===== config.mk =====
export PLATFORM = sky130hd
export DESIGN_NAME = clk_div_multi
export DESIGN_NICKNAME = d
export VERILOG_FILES = /design/src/rtl/clk_div_multi_pkg.sv /design/src/rtl/clk_div_chan.sv /design/src/rtl/clk_div_multi.sv
export SDC_FILE = /design/constraint.sdc
export NUM_CORES = 1
export LEC_CHECK = 0
export ABC_AREA = 1
export CORE_MARGIN = 4
export CORE_UTILIZATION = 50
export DETAILED_ROUTE_END_ITERATION = 12
export PLACE_DENSITY = 0.77
export SETUP_SLACK_MARGIN = 0.05
export SYNTH_ARGS = -nofsm -noshare
export SYNTH_HDL_FRONTEND = slang
export SYNTH_SLANG_ARGS = --single-unit

===== constraint.sdc =====
create_clock -name clk -period 4.9 [get_ports clk]
set_clock_uncertainty 0.1 [all_clocks]
set_input_delay 0.49 -clock clk [delete_from_list [all_inputs] [get_ports clk]]
set_output_delay 0.49 -clock clk [all_outputs]
set_load 0.01 [all_outputs]

===== src/rtl/clk_div_multi_pkg.sv =====
// Shared defaults for the multi-channel clock divider.
// Channel-level constants such as the minimum period stay local to clk_div_chan.
package clk_div_multi_pkg;

    localparam int DEF_CHANNELS = 2;
    localparam int DEF_WIDTH    = 16;

endpackage


===== src/rtl/clk_div_chan.sv =====
// One divider channel: registered divided output plus a period-start strobe.
// Period and high time are captured only at period start, so updates never truncate a period.
module clk_div_chan #(
    parameter int WIDTH = 16
) (
    input  logic             clk,
    input  logic             rst_n,
    input  logic             en_i,
    input  logic             sync_i,
    input  logic [WIDTH-1:0] div_i,
    input  logic [WIDTH-1:0] high_i,
    output logic             o,
    output logic             tick_o
);

    localparam logic [WIDTH-1:0] MIN_DIV = WIDTH'(2);

    logic [WIDTH-1:0] cnt;
    logic [WIDTH-1:0] act_div;
    logic [WIDTH-1:0] act_high;
    logic             en_q;

    logic [WIDTH-1:0] cnt_inc;
    logic [WIDTH-1:0] div_clamped;
    logic             load;

    // cnt < act_div <= 2^WIDTH-1, so the increment never wraps.
    assign cnt_inc     = cnt + 1'b1;
    assign div_clamped = (div_i < MIN_DIV) ? MIN_DIV : div_i;
    // Start, sync and wrap all collapse into a single load.
    assign load        = !en_q || sync_i || (cnt == act_div - 1'b1);

    // NOTE: state is updated with non-blocking assignments so every branch sees pre-edge values.
    always_ff @(posedge clk or negedge rst_n) begin
        if (!rst_n) begin
            cnt      <= '0;
            act_div  <= MIN_DIV;
            act_high <= '0;
            en_q     <= 1'b0;
            o        <= 1'b0;
            tick_o   <= 1'b0;
        end else if (!en_i) begin
            cnt    <= '0;
            o      <= 1'b0;
            tick_o <= 1'b0;
            en_q   <= 1'b0;
        end else if (load) begin
            cnt      <= '0;
            act_div  <= div_clamped;
            act_high <= high_i;
            o        <= (high_i != '0);
            tick_o   <= 1'b1;
            en_q     <= 1'b1;
        end else begin
            cnt    <= cnt_inc;
            o      <= (cnt_inc < act_high);
            tick_o <= 1'b0;
        end
    end

endmodule


===== src/rtl/clk_div_multi.sv =====
// Multi-channel programmable clock divider; channels share only clk, reset and sync.
// Packed div/high buses are sliced per channel as [c*WIDTH +: WIDTH].
module clk_div_multi
    import clk_div_multi_pkg::*;
#(
    parameter int CHANNELS = DEF_CHANNELS,
    parameter int WIDTH    = DEF_WIDTH
) (
    input  logic                      clk,
    input  logic                      rst_n,
    input  logic [CHANNELS-1:0]       en_i,
    input  logic [CHANNELS*WIDTH-1:0] div_i,
    input  logic [CHANNELS*WIDTH-1:0] high_i,
    input  logic                      sync_i,
    output logic [CHANNELS-1:0]       o,
    output logic [CHANNELS-1:0]       tick_o
);

    for (genvar c = 0; c < CHANNELS; c++) begin : g_chan
        clk_div_chan #(
            .WIDTH (WIDTH)
        ) u_chan (
            .clk    (clk),
            .rst_n  (rst_n),
            .en_i   (en_i[c]),
            .sync_i (sync_i),
            .div_i  (div_i[c*WIDTH +: WIDTH]),
            .high_i (high_i[c*WIDTH +: WIDTH]),
            .o      (o[c]),
            .tick_o (tick_o[c])
        );
    end

endmodule


**Word-level counts from Yosys, hierarchy flattened**

Cells that the tools add are included.

- Word-level logic and storage cells: 52
- Bits in registers: 102
- Output and inout port bits: 4
- Bits of input ports: 69

- Muxes and demuxes: 18
- $add $sub $neg: 4
- $lt $le $gt $ge: 4
- Reduce and logical (&&, ||, !) cells: 10
- Equal/unequal tests: 4

Operators by type and width:

| kind | number |
|---|---|
| $mux 16 | 6 |
| $add 16x1->16 const B | 2 |
| $eq 16x16->1 | 2 |
| $lt 16x16->1 | 2 |
| $lt 16x2->1 const B | 2 |
| $reduce_bool 16->1 | 2 |
| $sub 16x1->16 const B | 2 |
| $mux 1 | 12 |
| $logic_or 1x1->1 | 4 |
| $ne 2x1->1 const B | 2 |
| $reduce_and 2->1 | 2 |
| $logic_not 1->1 | 2 |

**Logic depth before layout (Yosys ltp)**

- Word-level depth: 5
- Mapped depth: 19
- Gate-level depth less buffers: 19

**By module**

Synthesis repeated with hierarchy kept, for this count alone.

- Cells, all modules: 910
- Area, all modules: 6660.1 um^2

By module, submodules not included:

| module | times used | area each (um^2) | seq. area each (um^2) | cells each |
|---|---|---|---|---|
| clk_div_chan (g_chan[1].u_chan) | 1 | 3354.5 | 1277.5 | 460 |
| clk_div_chan (g_chan[0].u_chan) | 1 | 3305.7 | 1277.5 | 450 |

**Worst setup path before layout**

No wires, ideal clock.

- Kind: reg-to-reg
- Start point: register g_chan[1].u_chan.cnt[0]
- End point: register g_chan[1].u_chan.o
- Arrival: 2442 ps
- Library setup time: 117 ps
- Required time: 4683 ps
- Clock period less this slack: 2659 ps
- Path buffers: 0
- Path slack: 2241 ps
- Cell stages (with the launch flop): 19
- Cells stage by stage: dfrtp_1 ha_1 nand4_1 nor2_1 nand3_1 nor3_1 nand4_1 xor2_1 inv_1 ha_1 nand2_1 inv_1 nand3_1 a21oi_1 nor2_1 nand2_1 nand3_1 nand2_1 nor2_1

- Longest elaborated chain between the ends: 4
- Elaborated cells on any way between the ends: 6
- Classes of those cells: add/sub (1); order compare (1); eq/ne (1); mux (2); reduce/logical (1)

Ends and longest elaborated chain:

| what | RTL line | source |
|---|---|---|
| start, declared | clk_div_chan.sv:18 | `logic [WIDTH-1:0] cnt;` |
| start signal, assigned | clk_div_chan.sv:55 | `cnt <= cnt_inc;` |
| $add 16x1->16 or $eq 16x16->1 (tied branches) | clk_div_chan.sv:28, clk_div_chan.sv:31 |  |
| $lt 16x16->1 or $logic_or 1x1->1 (tied branches) | clk_div_chan.sv:56, clk_div_chan.sv:31 |  |
| $mux 1 (*) | clk_div_chan.sv:47 | `end else if (load) begin` |
| $mux 1 (*) | clk_div_chan.sv:42 | `end else if (!en_i) begin` |
| end signal, assigned | clk_div_chan.sv:51 | `o <= (high_i != '0);` |
| end signal, assigned | clk_div_chan.sv:56 | `o <= (cnt_inc < act_high);` |
| end, declared | clk_div_chan.sv:12 | `output logic o,` |

Every way passes the cells marked *; elsewhere a longest branch is shown, timed or not.
A chain may end at the register's enable or synchronous reset.

**Final worst setup path**

Same ends and word-level chain as after synthesis.

==> results_dict.tcl <==
set metrics [dict create \
    ant_nets 0 \
    cts.clk_slew.worst_paths_ns 0.07 \
    place_inst 1102 \
    rsz0062_at_grt "no" \
    h-tree-depth 3 \
    vdd_ir_drop_max_uv 233 \
    hp-class "in2async" \
    dr.first_iter.drc_count 338 \
    cts_tree "done" \
    fin_crit_ns 3.09 \
    grt_max_degree 66 \
    fin_cells 1118 \
    worstPathRequired_ns 5.05 \
    cp-startpoint "g_chan[1].u_chan.cnt[0]$_DFF_PN0_" \
    port_buffers 72 \
    antenna_found_initial 0 \
    dieArea_mm2 0.0151 \
    syn_to_final_growth_pct 15.8 \
    final_util_pct 60.0 \
    wl_per_cell_um 13.0 \
    yosys.area.top_type "dfrtp_1" \
    timing.final.crit_share_pct 63.1 \
    ys_seq_elements 102 \
    ff2ff_setup_slack_ns 1.81 \
    die_x_um 123 \
    hold_viol 0 \
    syn_nets 989 \
    synth_area_per_cell_um2 7.47 \
    crit_chain "ha_1 -> nand4_1 -> nor2_1 -> nand3_1 -> nor3_1 -> nand4_1 -> xor2_1 -> inv_1 -> ha_1 -> nand2_1 -> inv_1 -> nand3_1 -> a21oi_1 -> nor2_1 -> nand2_1 -> nand3_1 -> nand2_1 -> nor2_1" \
    viasPerCell 5.05 \
    netlist_area_mm2 0.00662 \
    design.core.area_mm2 0.0128 \
    post_cts_resized 0 \
    initial_utilization_pct 51.8 \
    yosys_warnings 0 \
    placed_area_mm2 0.00737 \
    cts_hold_buf 0 \
    crit_family "simple AND/OR/NAND/NOR gates" \
    crit_fanout 5 \
    drc 0 \
    worst_pin_slew_ns 0.809 \
    cts.sinks 102 \
    synth_commonest_cells "nand2_1, inv_1, dfrtp_1" \
    worst-endpoint-arrival_ns 3.24 \
    synth.top_cell.area_share_pct 37.8 \
    setup_viol 0 \
    syn_inst 886 \
    dr.pass1.iters 5 \
    end_kind "flop" \
    r2r-start "g_chan[1].u_chan.cnt[0]$_DFF_PN0_" \
    ios 73 \
    status "completed" \
    path_buf_inv 2 \
    final_net_count 1044 \
    vias 5641 \
    setup.worst_path.class "reg2reg" \
    die_h_um 123 \
    slew_headroom_pct 46.1 \
    cp-start-kind "flop" \
    clock_path_buffers 2 \
    hpwl_mm 10.9 \
    seq_area_frac_synth_pct 38.6 \
    fp-row-count 41 \
    cts_setup_buffers 0 \
    drive_gt1_share_pct 4.97 \
    grt_pass1_vias 5300 \
    synth_cell_types 43 \
    p_per_area_mw_per_mm2 274 \
    clkLatencyLatePin_ns 0.36 \
    clock-root-buffer "clkbuf_16" \
    fin_area_mm2 0.00767 \
    synth_ff_type "dfrtp_1" \
    globalRouteOverflowTotal 0 \
    max_freq_ghz 0.323 \
    synth_edf_count 0 \
    p_leak_nw 3.90 \
    place_congestion 0.874 \
    grt_pass1_wl_mm 24.9 \
    async_reset_ff_share_pct 100 \
    finalWirelength_mm 14.5 \
    finalSetupTns_ns 0 \
    totalPowerFinal_mw 2.10 \
    grt_usage_pct 20.4 \
    maxSlewViolCount 0 \
    synth_area_leaders "dfrtp_1, nand2_1, nand3_1" \
    cts_buffers 9 \
    crit_path_top_delay_cell "dfrtp_1" \
    slowest_delay_ns 0.42 \
    max-cap-violations 0 \
    yosys.cell_count.top_type "nand2_1" \
    diodes 0 \
]
## kinds of logic (layout without fill, tap and decap cells)
| family | after synthesis | after routing | share of synthesized area (%) |
|---|---|---|---|
| DFF | 102 | 102 | 38.6 |
| buffers and inverters | 145 | 205 | 9.60 |
| adders and majority gates | 34 | 34 | 6.42 |
| AOI/OAI and AO/OA | 37 | 37 | 3.32 |
| and+or+nand+nor | 513 | 513 | 34.8 |
| xor gates and xnor gates | 55 | 55 | 7.27 |
## area by class of cell
| cell class | count | area (um2) |
|---|---|---|
| clock buffers | 10 | 229 |
| clock inverters | 6 | 66.3 |
| fillers | 1156 | 5110 |
| inverters | 114 | 428 |
| multi-input cells | 639 | 3430 |
| flip-flops and latches | 102 | 2550 |
| well taps | 172 | 215 |
| repair buffers | 75 | 741 |
## routing by layer
| layer | track usage [%] | vias up | part of all wire, % |
|---|---|---|---|
| met5 | 0 | - | 0 |
| met4 | 3.94 | 0 | 0.66 |
| met2 | 31.5 | 118 | 44 |
| li1 | - | 2912 | - |
| met1 | 29.7 | 2603 | 50 |
| met3 | 4.80 | 8 | 5.5 |
## sequential cells by signal, indices dropped and copies added, names as in the netlist
register                flops
g_chan.u_chan.act_div      32
g_chan.u_chan.act_high     32
g_chan.u_chan.cnt          32
g_chan.u_chan.en_q          2
g_chan.u_chan.o             2
g_chan.u_chan.tick_o        2
## power by group
group / leakage, nW / internal, mW / total (mW) / switching [mW]
logic: 2.45 / 0.177 / 0.400 / 0.223
registers: 1.30 / 0.909 / 0.970 / 0.0611
clock network: 0.148 / 0.400 / 0.732 / 0.332
## layout by cell type (no fill, tap or decap), types with 4 or more instances in the layout
cell type,count
clkbuf_16,9
clkdlybuf4s50_1,71
nor3_1,9
nor4_1,10
xor2_1,33
a21oi_1,17
nand4_1,16
nand3_1,95
o21a_1,4
nand2_4,4
nor2_2,6
inv_1,112
nand2_2,5
nand2_1,250
dfrtp_1,100
o21ai_0,5
nor2_1,90
nor2_4,4
buf_4,4
nand3b_1,9
xnor2_1,22
ha_1,34
## stage by stage
step	setup slack [ns]	hold slack, ns
6_report	1.81	0.118
5_1_grt	1.39	0.181
4_1_cts	1.84	0.151
3_5_place_dp	1.92	0.359
3_3_place_gp	2.07	0.355
2_1_floorplan	2.24	0.0944
## final timing paths
path                                                              to  cells after the start
setup / recovery                        g_chan[1].u_chan.o$_DFF_PN0_                     18
hold / removal             g_chan[0].u_chan.act_high[10]$_DFFE_PN0P_                      1
setup reg to reg                        g_chan[1].u_chan.o$_DFF_PN0_                     18
hold reg to reg             g_chan[1].u_chan.act_high[4]$_DFFE_PN0P_                      2
max in group asynchronous    g_chan[1].u_chan.act_div[1]$_DFFE_PN1P_                      2
min in group clk            g_chan[1].u_chan.act_high[4]$_DFFE_PN0P_                      2
Note: power is estimated with default switching activity, not from simulation.
